--- src/rtl/adder_pkg.sv ---
// adder_pkg -- shared definitions for the adder operand pairer.
//
// Holds the default word width, the pairing FSM state encoding and the
// operand-pair record that travels through the pair FIFO.
package adder_pkg;

  localparam int DATA_W_DEFAULT = 32;

  // WAIT_A: no operand held.  WAIT_B: operand A held, waiting for B.
  typedef enum logic {
    WAIT_A = 1'b0,
    WAIT_B = 1'b1
  } state_e;

  // One operand pair as presented to the downstream adder.
  typedef struct packed {
    logic [DATA_W_DEFAULT-1:0] a;
    logic [DATA_W_DEFAULT-1:0] b;
    logic                      last;  // final pair of a frame
    logic                      odd;   // b is zero padding
  } pair_t;

endpackage

--- src/rtl/adder_pair_fifo.sv ---
// adder_pair_fifo -- small circular FIFO of operand pairs.
//
// Parameters:
//   DEPTH    number of entries, 2..8
//   entry_t  stored record type (defaults to adder_pkg::pair_t)
//
// Ports:
//   clock      single clock, rising edge
//   reset      synchronous active-low reset
//   push       write push_data this cycle (caller only pushes while ready)
//   push_data  entry to write
//   pop        consume the head entry this cycle (ignored when empty)
//   ready      registered "occupancy < DEPTH"; no path from pop
//   valid      occupancy != 0
//   head       entry at the read pointer
module adder_pair_fifo
  import adder_pkg::*;
#(
  parameter int  DEPTH   = 2,
  parameter type entry_t = pair_t
) (
  input  logic   clock,
  input  logic   reset,
  input  logic   push,
  input  entry_t push_data,
  input  logic   pop,
  output logic   ready,
  output logic   valid,
  output entry_t head
);

  localparam int PTR_W = (DEPTH > 1) ? $clog2(DEPTH) : 1;
  localparam int CNT_W = $clog2(DEPTH + 1);
  localparam logic [PTR_W-1:0] LAST_PTR = PTR_W'(DEPTH - 1);
  localparam logic [CNT_W-1:0] DEPTH_C  = CNT_W'(DEPTH);

  entry_t           mem_q [DEPTH];
  entry_t           mem_d [DEPTH];
  logic [PTR_W-1:0] wr_ptr_q, wr_ptr_d;
  logic [PTR_W-1:0] rd_ptr_q, rd_ptr_d;
  logic [CNT_W-1:0] count_q, count_d;
  logic             ready_q, ready_d;
  logic             do_push, do_pop;

  assign do_push = push && ready_q;
  assign do_pop  = pop && (count_q != '0);

  always_comb begin
    mem_d    = mem_q;
    wr_ptr_d = wr_ptr_q;
    rd_ptr_d = rd_ptr_q;
    count_d  = count_q;

    if (do_push) begin
      mem_d[wr_ptr_q] = push_data;
      // pointers wrap modulo DEPTH, which need not be a power of two
      wr_ptr_d = (wr_ptr_q == LAST_PTR) ? '0 : wr_ptr_q + 1'b1;
    end
    if (do_pop) begin
      rd_ptr_d = (rd_ptr_q == LAST_PTR) ? '0 : rd_ptr_q + 1'b1;
    end

    case ({do_push, do_pop})
      2'b10:   count_d = count_q + 1'b1;
      2'b01:   count_d = count_q - 1'b1;
      default: count_d = count_q;  // idle, or push+pop leaves occupancy alone
    endcase

    // ready is registered from the next occupancy so the upstream handshake
    // never sees a combinational path from pop/out_ready.
    ready_d = (count_d < DEPTH_C);
  end

  always_ff @(posedge clock) begin
    if (!reset) begin
      mem_q    <= '{default: '0};
      wr_ptr_q <= '0;
      rd_ptr_q <= '0;
      count_q  <= '0;
      ready_q  <= 1'b0;
    end else begin
      mem_q    <= mem_d;
      wr_ptr_q <= wr_ptr_d;
      rd_ptr_q <= rd_ptr_d;
      count_q  <= count_d;
      ready_q  <= ready_d;
    end
  end

  assign ready = ready_q;
  assign valid = (count_q != '0);
  assign head  = mem_q[rd_ptr_q];

endmodule

--- src/rtl/adder_operand_pairer.sv ---
// adder_operand_pairer -- groups an upstream word stream into operand pairs
// for a downstream adder.
//
// Consecutive words of a frame become (a, b) pairs.  A frame with an odd
// word count ends in a pair whose b is zero padding, flagged by out_odd.
// Pairs are queued in a DEPTH-entry FIFO; output fields come straight from
// the FIFO head, so a pair appears one cycle after it is formed.
//
// Parameters:
//   DATA_W  operand / word width (default adder_pkg::DATA_W_DEFAULT)
//   DEPTH   pair FIFO entries, 2..8
//
// Ports:
//   clock, reset          single clock; synchronous active-low reset
//   in_valid/in_ready     upstream handshake; in_ready is registered state
//   in_data, in_last      upstream word and end-of-frame marker
//   out_valid/out_ready   downstream handshake
//   out_a, out_b          operand pair
//   out_last              final pair of a frame
//   out_odd               out_b is zero padding
//   pair_count            pairs popped, wraps at 16 bits
//                         (only when ADDER_PAIRER_STATS_EN is defined)
//
// Build option: ADDER_PAIRER_STATS_EN adds pair_count and its counter.
module adder_operand_pairer
  import adder_pkg::*;
#(
  parameter int DATA_W = DATA_W_DEFAULT,
  parameter int DEPTH  = 2
) (
  input  logic              clock,
  input  logic              reset,
  input  logic              in_valid,
  output logic              in_ready,
  input  logic [DATA_W-1:0] in_data,
  input  logic              in_last,
  output logic              out_valid,
  input  logic              out_ready,
  output logic [DATA_W-1:0] out_a,
  output logic [DATA_W-1:0] out_b,
  output logic              out_last,
  output logic              out_odd
`ifdef ADDER_PAIRER_STATS_EN
  ,
  output logic [15:0]       pair_count
`endif
);

  // Same layout as adder_pkg::pair_t, sized by this instance's DATA_W.
  typedef struct packed {
    logic [DATA_W-1:0] a;
    logic [DATA_W-1:0] b;
    logic              last;
    logic              odd;
  } pair_w_t;

  state_e            state_q, state_d;
  logic [DATA_W-1:0] a_q, a_d;
  logic              accept;
  logic              push;
  pair_w_t           push_data;
  logic              pop;
  logic              fifo_ready;
  logic              fifo_valid;
  pair_w_t           head;

  assign accept = in_valid && in_ready;
  assign pop    = out_valid && out_ready;

  always_comb begin
    state_d   = state_q;
    a_d       = a_q;
    push      = 1'b0;
    push_data = '0;

    if (accept) begin
      case (state_q)
        WAIT_A: begin
          if (in_last) begin
            // lone final word: pad b with zero
            push      = 1'b1;
            push_data = '{a: in_data, b: '0, last: 1'b1, odd: 1'b1};
          end else begin
            a_d     = in_data;
            state_d = WAIT_B;
          end
        end
        WAIT_B: begin
          push      = 1'b1;
          push_data = '{a: a_q, b: in_data, last: in_last, odd: 1'b0};
          a_d       = '0;
          state_d   = WAIT_A;
        end
        default: begin
          state_d = WAIT_A;
        end
      endcase
    end
  end

  always_ff @(posedge clock) begin
    if (!reset) begin
      state_q <= WAIT_A;
      a_q     <= '0;
    end else begin
      state_q <= state_d;
      a_q     <= a_d;
    end
  end

  adder_pair_fifo #(
    .DEPTH   (DEPTH),
    .entry_t (pair_w_t)
  ) u_fifo (
    .clock     (clock),
    .reset     (reset),
    .push      (push),
    .push_data (push_data),
    .pop       (pop),
    .ready     (fifo_ready),
    .valid     (fifo_valid),
    .head      (head)
  );

  assign in_ready  = fifo_ready;
  assign out_valid = fifo_valid;
  assign out_a     = head.a;
  assign out_b     = head.b;
  assign out_last  = head.last;
  assign out_odd   = head.odd;

`ifdef ADDER_PAIRER_STATS_EN
  logic [15:0] pair_count_q, pair_count_d;

  always_comb begin
    pair_count_d = pair_count_q;
    if (pop) pair_count_d = pair_count_q + 16'd1;  // wraps 0xFFFF -> 0
  end

  always_ff @(posedge clock) begin
    if (!reset) pair_count_q <= '0;
    else        pair_count_q <= pair_count_d;
  end

  assign pair_count = pair_count_q;
`endif

endmodule

--- config.mk ---
export PLATFORM = sky130hd
export DESIGN_NAME = adder_operand_pairer
export DESIGN_NICKNAME = d
export VERILOG_FILES = /design/src/rtl/adder_pkg.sv /design/src/rtl/adder_pair_fifo.sv /design/src/rtl/adder_operand_pairer.sv
export SDC_FILE = /design/constraint.sdc
export NUM_CORES = 1
export LEC_CHECK = 0
export ABC_AREA = 0
export BUFFER_PORTS_ARGS = -buffer_cell sky130_fd_sc_hd__buf_2
export CAP_MARGIN = 20
export CORE_MARGIN = 3
export CORE_UTILIZATION = 40
export CTS_BUF_LIST = sky130_fd_sc_hd__clkbuf_8
export CTS_CLUSTER_DIAMETER = 200
export DETAILED_ROUTE_END_ITERATION = 7
export GPL_TIMING_DRIVEN = 0
export PLACE_DENSITY_LB_ADDON = 0.25
export SKIP_CTS_REPAIR_TIMING = 1
export SLEW_MARGIN = 20
export SYNTH_ARGS = -nofsm -noshare
export SYNTH_HDL_FRONTEND = slang
export SYNTH_SLANG_ARGS = --single-unit
--- constraint.sdc ---
create_clock -name clock -period 2.06 [get_ports clock]
set_input_delay 0.309 -clock clock [delete_from_list [all_inputs] [get_ports clock]]
set_output_delay 0.309 -clock clock [all_outputs]
set_load 0.05 [all_outputs]
==> results.py, run 1 <==
metrics = {
    "status": {
        "status": "completed",
    },
    "placed_design": {
        "finalWeightedCongestion": 0.794,
        "dpl.hpwl_mm": 13.9,
        "place_inst": 997,
        "port_buffers": 104,
    },
    "clocking": {
        "cts_max_level": 4,
        "clock-sinks": 170,
        "worstSkewPairLatency_ps": 470,
        "cts_max_path_buffers": 2,
        "clkTransAtPathRegs_ps": 90,
        "root_buffer": "clkbuf_8",
        "numCtsBuffers": 17,
        "cts_tree": "done",
    },
    "global_route": {
        "track_usage_pct": 21.0,
        "grt.overflow.total": 0,
        "antenna_found_initial": 0,
        "grt_max_degree": 17,
        "grt_pass1_vias": 5604,
        "grt_pass1_wl_mm": 30.0,
    },
    "timing": {
        "final-setup-viol-count": 0,
        "hold_viol": 0,
        "period_minus_slack_ps": 2050,
        "rsz0062_at_grt": "true",
        "drv_slew": 0,
        "worst_pin_slew_ps": 593,
        "max_freq_ghz": 0.487,
        "clock_skew_ps": 16.0,
        "max-slew-margin-rel_pct": 60.4,
        "fin_crit_sh_pct": 99.6,
        "setup_tns_ps": 0,
    },
    "synthesis": {
        "synth_cells": 673,
        "synth_compound_area_share_pct": 24.1,
        "synthFlopType": "dfxtp_1",
        "yosysTopAreaCell": "dfxtp_1",
        "synth_most_common_cell": "dfxtp_1",
        "synth-async-reset-ratio_pct": 0,
        "ys_types": 41,
        "ys_warn_count": 0,
        "synth_area_leaders": "dfxtp_1 50%, mux2_2 11%, o2bb2ai_1 8.2%, o21ai_0 4.8%, a22o_1 4.0%",
        "yosysSeqAreaShare_pct": 50.1,
        "synth_simple_gate_area_share_pct": 8.60,
        "synthesis.area_sq_um": 6800,
        "yosys_register_bits": 170,
        "syn-mean-instance-area_sq_um": 10.1,
        "synth_top_family_by_area": "compound AO/OA/AOI/OAI gates",
        "synth_mux_area_share_pct": 11.4,
        "synth_xor_area_share_pct": 0.387,
        "synth_edf_count": 0,
        "synth_top_area_share_pct": 50.1,
        "synth_nets": 711,
        "synth_commonest_cells": "170 x dfxtp_1, 69 x nand2_1, 65 x mux2_2, 65 x o21ai_0, 64 x o2bb2ai_1",
        "synth-adder-area-share_pct": 0.184,
    },
    "drt": {
        "wl_per_cell_um": 18.9,
        "dr_total_vias": 5753,
        "drt_iter0_markers": 381,
        "first_pass_iters": 5,
        "drt-total-wl_mm": 19.5,
        "detail_route.vias_per_cell": 5.59,
        "antenna_left": 0,
        "drc": 0,
    },
    "worst_hold_path": {
        "hold_depth": 2,
        "hp-class": "primary input to flop",
        "hold_end": "u_fifo.mem_q[14]",
        "min_from": "in_data[12]",
    },
    "worst_setup_path": {
        "cp_slowest_stage_delay_ps": 410,
        "r2r_start": "u_fifo.ready",
        "worstSetupEndpointType": "output port",
        "crit_buf_inv": 2,
        "path_class": "flop to output port",
        "cp_cell_sequence": "buf_4, mux2_2, buf_2",
        "arrival_ps": 1740,
        "cp_data_required_time_ps": 1750,
        "ff2ff_setup_slack_ps": 150,
        "r2r_end": "u_fifo.mem_q[38]",
        "r2r_cells": 5,
        "crit_family": "buffers and inverters",
        "crit_slowest_cell": "dfxtp_4",
        "cp-start-kind": "flop",
        "cp_max_fo": 10,
    },
    "pwr": {
        "power_mw": 7.24,
        "power_density_nw_per_um2": 890,
        "p_leak_nw": 3.20,
        "ir_drop_uv": 481,
    },
    "floorplan": {
        "chipWidth_um": 136,
        "die_area_sq_um": 18600,
        "fp.dieH_um": 136,
        "coreArea_sq_um": 16600,
        "rows": 47,
        "ios": 105,
        "start_util_pct": 41.0,
    },
    "flow_run": {
        "drv_cap": 0,
    },
    "finish": {
        "diodes": 0,
        "fin_util_pct": 49.0,
        "area_delta_synth_final_pct": 19.7,
        "final.fill_count": 1576,
        "drive_gt1_share_pct": 29.5,
        "nNetsFinal": 835,
        "stdcell_count": 1030,
    },
}
[cells by family (layout without fill, tap and decap cells)]
| logic type | after synthesis | in the layout |
|---|---|---|
| xor+xnor | 3 | 3 |
| compound gates | 234 | 234 |
| mux | 69 | 69 |
| flops | 170 | 170 |
| fa+ha+maj | 1 | 1 |
| simple gates | 123 | 123 |
| buf+inv | 73 | 210 |
[state kept, by name (all words and copies together), names as in the netlist, named ones only]
name,cells
u_fifo.mem_q,132
state_q,1
u_fifo.count_q,1
u_fifo.rd_ptr_q,1
a_q,32
u_fifo.wr_ptr_q,1
u_fifo.ready,1
[cells in the final DEF (no fill, tap or decap), types with 2 or more instances in the layout]
master	count
dfxtp_1	169
buf_2	110
nand2_1	69
mux2_2	64
o2bb2ai_1	64
o21ai_0	64
a21oi_1	35
nand4_1	32
a22oi_1	32
a22o_1	31
clkbuf_1	29
clkbuf_8	21
buf_6	11
buf_1	9
buf_4	8
nor2_1	8
inv_1	4
mux2i_1	4
clkbuf_4	3
nand3_1	3
bufinv_16	3
buf_12	2
xnor2_1	2
clkinv_4	2
inv_6	2
clkinv_2	2
[where the power goes]
part / total, mW / switching (mW) / leakage, nW / internal [mW]
sequential: 3.45 / 0.0729 / 1.37 / 3.38
combinational: 1.25 / 0.808 / 1.60 / 0.441
clock: 2.54 / 1.21 / 0.229 / 1.33
total: 7.24 / 2.10 / 3.20 / 5.15
[layout make-up]
| cell class | instances | area, sq um | area share, % |
|---|---|---|---|
| sequential | 170 | 3410 | 41.9 |
| multi-input combinational | 430 | 3040 | 37.4 |
| timing repair buffer | 106 | 567 | 6.97 |
| buffer | 68 | 393 | 4.83 |
| clock buffer | 21 | 289 | 3.55 |
| tap | 220 | 275 | 3.38 |
| clock inverter | 11 | 143 | 1.75 |
| inverter | 4 | 17.5 | 0.215 |
[metrics by stage]
stage | cell area [sq um] | hold slack (ps) | worst slack (ps)
after floorplan | 6800 | 427 | 147
after global placement | 7590 | 439 | -102
after detailed placement | 7590 | 443 | -80.1
after CTS | 8020 | 72.6 | -617
after global routing | 8130 | 75.3 | -37.1
final | 8130 | 102 | 7.27
[worst max-delay path by stage]
stage / startpoint / end / slack, ps / depth (start not counted)
2_1_floorplan: u_fifo.ready / flop / 150 / 6
3_3_place_gp: u_fifo.rd_ptr_q / out_b[20] / -100 / 5
3_5_place_dp: u_fifo.rd_ptr_q / out_b[20] / -80 / 5
4_1_cts: u_fifo.rd_ptr_q / out_b[20] / -620 / 5
5_1_grt: u_fifo.rd_ptr_q / out_a[31] / -40 / 3
6_report: u_fifo.rd_ptr_q / out_a[31] / 7 / 3
[per-layer routing]
metal | vias up | GRT usage, % | part of all wire, %
met1 | 2769 | 28.2 | 46
met5 | - | 0 | 0
met3 | 29 | 5.14 | 6.6
met4 | 0 | 7.11 | 1.8
met2 | 204 | 33.2 | 46
li1 | 2751 | - | -
(Power assumes the default switching activity.)
==> inputs of run 2 (changes only) <==
--- a/config.mk
+++ b/config.mk
@@ -9,7 +9,7 @@
 export BUFFER_PORTS_ARGS = -buffer_cell sky130_fd_sc_hd__buf_2
 export CAP_MARGIN = 20
 export CORE_MARGIN = 3
-export CORE_UTILIZATION = 40
+export CORE_UTILIZATION = 50
 export CTS_BUF_LIST = sky130_fd_sc_hd__clkbuf_8
 export CTS_CLUSTER_DIAMETER = 200
 export DETAILED_ROUTE_END_ITERATION = 7
==> results.py, run 2 (synthesis results as in run 1) <==
metrics = {
    "timing": {
        "setup_tns_ps": -148,
        "clock_skew_ps": 7.69,
        "hold_viol": 0,
        "max-slew-margin-rel_pct": 60.5,
        "fin_crit_sh_pct": 102,
        "period_minus_slack_ps": 2090,
        "worst_pin_slew_ps": 592,
        "max_freq_ghz": 0.478,
        "rsz0062_at_grt": "true",
        "final-setup-viol-count": 13,
        "drv_slew": 0,
        "timing.final.ws_setup_ps": -31.9,
    },
    "floorplan": {
        "start_util_pct": 52.6,
        "fp.dieH_um": 123,
        "ios": 105,
        "rows": 41,
        "coreArea_sq_um": 12900,
        "die_area_sq_um": 15000,
        "chipWidth_um": 123,
    },
    "pwr": {
        "clock_power_share_pct": 35.6,
        "p_leak_nw": 3.19,
        "power_mw": 7.20,
        "power_density_nw_per_um2": 898,
        "ir_drop_uv": 546,
        "p_int_mw": 5.19,
        "comb_power_share_pct": 16.6,
        "p_switching_mw": 2.01,
        "p_sw_share_pct": 28.0,
        "seq_power_share_pct": 47.8,
    },
    "global_route": {
        "track_usage_pct": 25.0,
        "antenna_found_initial": 0,
        "grt_pass1_wl_mm": 29.2,
        "grt.overflow.total": 0,
        "grt_pass1_vias": 5719,
        "grt_max_degree": 17,
    },
    "finish": {
        "fin_util_pct": 62.0,
        "diodes": 0,
        "top_regs": "u_fifo.mem_q x132, a_q x32",
        "finalInstanceArea_sq_um": 8020,
        "regMostFlops": "u_fifo.mem_q",
        "layout_common_cells": "169 x dfxtp_1, 117 x buf_2, 69 x nand2_1",
        "drive_gt1_share_pct": 29.5,
        "mostFrequentLayoutCell": "dfxtp_1",
        "area_delta_synth_final_pct": 18.0,
        "largest_reg_flops": 132,
        "nNetsFinal": 833,
    },
    "clocking": {
        "cts_max_level": 4,
        "numCtsBuffers": 17,
        "clkTransAtPathRegs_ps": 80,
        "clock-sinks": 170,
        "worstSkewPairLatency_ps": 450,
        "cts_tree": "done",
        "cts_max_path_buffers": 2,
        "root_buffer": "clkbuf_8",
    },
    "flow_run": {
        "drv_cap": 0,
    },
    "worst_setup_path": {
        "cp-start-kind": "flop",
        "crit_slowest_cell": "dfxtp_4",
        "path_common_cell": "buf_8",
        "cp_max_fo": 10,
        "cp_slowest_stage_delay_ps": 400,
        "worstSetupEndpointType": "output port",
        "path_class": "flop to output port",
        "arrival_ps": 1780,
        "cp_cell_sequence": "buf_8, buf_8, mux2_2, buf_2",
        "cp_data_required_time_ps": 1750,
    },
    "drt": {
        "first_pass_iters": 5,
        "wl_per_cell_um": 19.1,
        "drt-total-wl_mm": 18.7,
        "drc": 0,
        "detail_route.vias_per_cell": 6.00,
        "antenna_left": 0,
        "drt_iter0_markers": 673,
        "dr_total_vias": 5877,
    },
    "status": {
        "violations": "setup timing",
        "status": "complete, but fails checks",
    },
    "placed_design": {
        "finalWeightedCongestion": 0.841,
        "dpl.hpwl_mm": 13.3,
        "place_area_sq_um": 7530,
        "port_buffers": 104,
        "place_ws_ps": -96.6,
    },
    "worst_hold_path": {
        "hp-class": "primary input to flop",
    },
}
-- run 2: cell count changes in the layout (fill, tap and decap cells not counted), sizes merged --
cell / delta
inv: -4
clkbuf: +2
buf: -1
-- run 2: worst paths after layout --
kind	from	end	slack (ps)	cells past startpoint
hold / removal	in_data[11]	u_fifo.mem_q[13]	110	2
setup reg to reg	state_q	u_fifo.mem_q[29]	120	5
hold reg to reg	u_fifo.mem_q[96]	u_fifo.mem_q[96]	460	2
setup / recovery	u_fifo.rd_ptr_q	out_b[20]	-30	4
-- run 2: power groups by stage --
stage                     clock network (mW)  registers, mW  logic [mW]
final                                   2.56           3.45        1.19
after global placement                     0           3.50        1.13
after detailed placement                   0           3.51        1.15
after floorplan                            0           3.51       0.798
after CTS                               2.57           3.43        1.16
after global routing                    2.72           3.46        1.27
-- run 2: worst max-delay path: cells and delay by family, from the launching register on --
family / cells / cell delay, ps
buffers and inverters: 3 / 560
flip-flops: 1 / 400
multiplexers: 1 / 370
-- run 2: routing by layer --
layer  wire length (um)  up-vias  track usage, %
li1                   -     2742               -
met1               8170     2888            32.3
met2               9110      227            42.1
met3               1220       20            6.04
met4                180        0            6.44
met5                  0        -               0
-- run 2: area by class of cell --
| class | count | area (sq um) |
|---|---|---|
| sequential | 170 | 3410 |
| inverter | 4 | 17.5 |
| timing repair buffer | 104 | 531 |
| clock buffer | 24 | 330 |
| multi-input combinational | 430 | 3040 |
| buffer | 68 | 372 |
| tap | 172 | 215 |
| clock inverter | 7 | 110 |
| fill | 1100 | 4910 |
-- run 2: through the flow --
stage / hold WS, ps / cells
after floorplan: 427 / 673
after global placement: 439 / 949
after detailed placement: 441 / 949
after CTS: 101 / 980
after global routing: 91.5 / 979
final: 107 / 979
==> inputs of run 3 (changes only) <==
--- a/config.mk
+++ b/config.mk
@@ -19,4 +19,5 @@
 export SLEW_MARGIN = 20
 export SYNTH_ARGS = -nofsm -noshare
 export SYNTH_HDL_FRONTEND = slang
+export SYNTH_HIERARCHICAL = 1
 export SYNTH_SLANG_ARGS = --single-unit
==> results.py, run 3 <==
metrics = {
    "global_route": {
        "antenna_found_initial": 0,
        "grt_max_degree": 17,
        "grt.overflow.total": 0,
        "grt_pass1_vias": 5896,
        "track_usage_pct": 24.6,
        "grt_pass1_wl_mm": 31.3,
    },
    "drt": {
        "dr_total_vias": 6205,
        "wl_per_cell_um": 17.5,
        "antenna_left": 0,
        "drt_iter0_markers": 373,
        "drt-total-wl_mm": 20.1,
        "detail_route.vias_per_cell": 5.39,
        "drc": 0,
        "first_pass_iters": 5,
    },
    "worst_setup_path": {
        "cp_data_required_time_ps": 1750,
        "crit_family": "buffers and inverters",
        "path_class": "flop to output port",
        "cp_slowest_stage_delay_ps": 370,
        "crit_buf_inv": 3,
        "worstSetupPathDepth": 4,
        "crit_slowest_cell": "dfxtp_2",
        "cp_max_fo": 10,
        "cp-start-kind": "flop",
        "arrival_ps": 1720,
        "worstSetupEndpointType": "output port",
        "path_common_cell": "buf_8",
        "r2r_cells": 8,
        "cp_cell_sequence": "buf_8, buf_8, mux2_2, buf_2",
    },
    "placed_design": {
        "dpl.hpwl_mm": 14.1,
        "place_area_sq_um": 8250,
        "port_buffers": 104,
        "finalWeightedCongestion": 0.821,
    },
    "floorplan": {
        "start_util_pct": 51.4,
        "coreArea_sq_um": 14600,
        "ios": 105,
        "chipWidth_um": 128,
        "rows": 44,
        "fp.dieH_um": 128,
        "die_area_sq_um": 16500,
    },
    "synthesis": {
        "synth_xor_area_share_pct": 0.351,
        "synth-adder-area-share_pct": 0.167,
        "synth_commonest_cells": "267 x nand2_1, 170 x dfxtp_1, 80 x a21boi_1",
        "synth_simple_gate_area_share_pct": 17.8,
        "synth-async-reset-ratio_pct": 0,
        "synth_mux_area_share_pct": 10.3,
        "synth_most_common_cell": "nand2_1",
        "yosys_register_bits": 170,
        "synth_edf_count": 0,
        "synthesis.area_sq_um": 7500,
        "synth_top_area_share_pct": 45.4,
        "synth_area_leaders": "dfxtp_1 45%, nand2_1 13%, mux2_2 9.9%, a21boi_1 8.0%, a22o_1 7.5%",
        "ys_types": 30,
        "synth_compound_area_share_pct": 21.2,
        "synth_nets": 865,
        "ys_warn_count": 6,
        "synth_top_family_by_area": "compound AO/OA/AOI/OAI gates",
        "syn-mean-instance-area_sq_um": 9.06,
        "synthFlopType": "dfxtp_1",
        "yosysSeqAreaShare_pct": 45.4,
        "yosysTopAreaCell": "dfxtp_1",
        "synth_cells": 827,
    },
    "finish": {
        "largest_reg_flops": 132,
        "nNetsFinal": 993,
        "drive_gt1_share_pct": 27.3,
        "regMostFlops": "u_fifo/mem_q",
        "top_regs": "u_fifo/mem_q x132, a_q x32",
        "area_delta_synth_final_pct": 17.5,
        "mostFrequentLayoutCell": "nand2_1",
        "fin_util_pct": 60.4,
        "finalInstanceArea_sq_um": 8810,
        "diodes": 0,
        "layout_common_cells": "267 x nand2_1, 168 x dfxtp_1, 113 x buf_2",
        "final.fill_count": 1318,
    },
    "clocking": {
        "numCtsBuffers": 17,
        "clock-sinks": 170,
        "clkTransAtPathRegs_ps": 80,
        "cts_max_level": 4,
        "root_buffer": "clkbuf_8",
        "worstSkewPairLatency_ps": 460,
        "cts_max_path_buffers": 2,
        "cts_tree": "done",
    },
    "worst_hold_path": {
        "hold_depth": 2,
        "hp-class": "primary input to flop",
    },
    "timing": {
        "worst_pin_slew_ps": 651,
        "final-setup-viol-count": 0,
        "max-slew-margin-rel_pct": 56.6,
        "period_minus_slack_ps": 2030,
        "hold_viol": 0,
        "setup_tns_ps": 0,
        "clock_skew_ps": 9.10,
        "fin_crit_sh_pct": 98.5,
        "max_freq_ghz": 0.493,
        "drv_slew": 0,
        "rsz0062_at_grt": "true",
    },
    "pwr": {
        "power_mw": 6.11,
        "ir_drop_uv": 430,
        "p_leak_nw": 3.57,
        "power_density_nw_per_um2": 694,
    },
    "status": {
        "status": "completed",
    },
    "flow_run": {
        "drv_cap": 0,
    },
}
## run 3: worst register-to-register path: stages, from the launching register on
cell and delay (ps):
dfxtp_4 390, and3_1 190, buf_4 180, or2_2 350, and3b_1 210, buf_4 190, clkbuf_4 220, nand2_1 100
a21boi_1 60
## run 3: cell families after synthesis
kind of cell / after synthesis
flops: 170
fa+ha+maj: 1
simple gates: 318
mux: 69
compound gates: 199
buf+inv: 67
xor+xnor: 3
## run 3: power breakdown
part | leakage [nW] | switching (mW) | internal [mW]
registers | 1.37 | 0.0201 | 3.31
logic | 1.97 | 0.232 | 0.147
clock network | 0.224 | 1.18 | 1.22
total | 3.57 | 1.43 | 4.68
## run 3: cell type report
class | instances | area (sq um) | area share, %
tap | 184 | 230 | 2.61
inverter | 1 | 3.75 | 0.0426
buffer | 66 | 458 | 5.20
timing repair buffer | 109 | 569 | 6.46
clock inverter | 10 | 98.8 | 1.12
multi-input combinational | 590 | 3740 | 42.4
sequential | 170 | 3410 | 38.7
clock buffer | 22 | 303 | 3.44
## run 3: path summary, 6_finish.rpt
path	slack (ps)	endpoint	startpoint
hold / removal	90	a_q[23]	in_data[23]
setup / recovery	30	out_b[1]	u_fifo/rd_ptr_q
hold reg to reg	450	u_fifo/mem_q[51]	u_fifo/mem_q[51]
setup reg to reg	60	u_fifo/mem_q[72]	u_fifo/ready
## run 3: per-stage QoR
| stage | hold WS (ps) | instances | setup slack, ps |
|---|---|---|---|
| after global routing | 70.8 | 1152 | -27.2 |
| after floorplan | 432 | 827 | 154 |
| after detailed placement | 443 | 1115 | -158 |
| after global placement | 438 | 1115 | -155 |
| final | 91.9 | 1152 | 31.0 |
| after CTS | 67.1 | 1147 | -433 |
## run 3: metal layers
metal | share of wire [%] | track usage [%]
met5 | 0 | 0
met4 | 1.4 | 7.55
met3 | 5.4 | 5.40
met2 | 46 | 37.7
met1 | 48 | 34.8
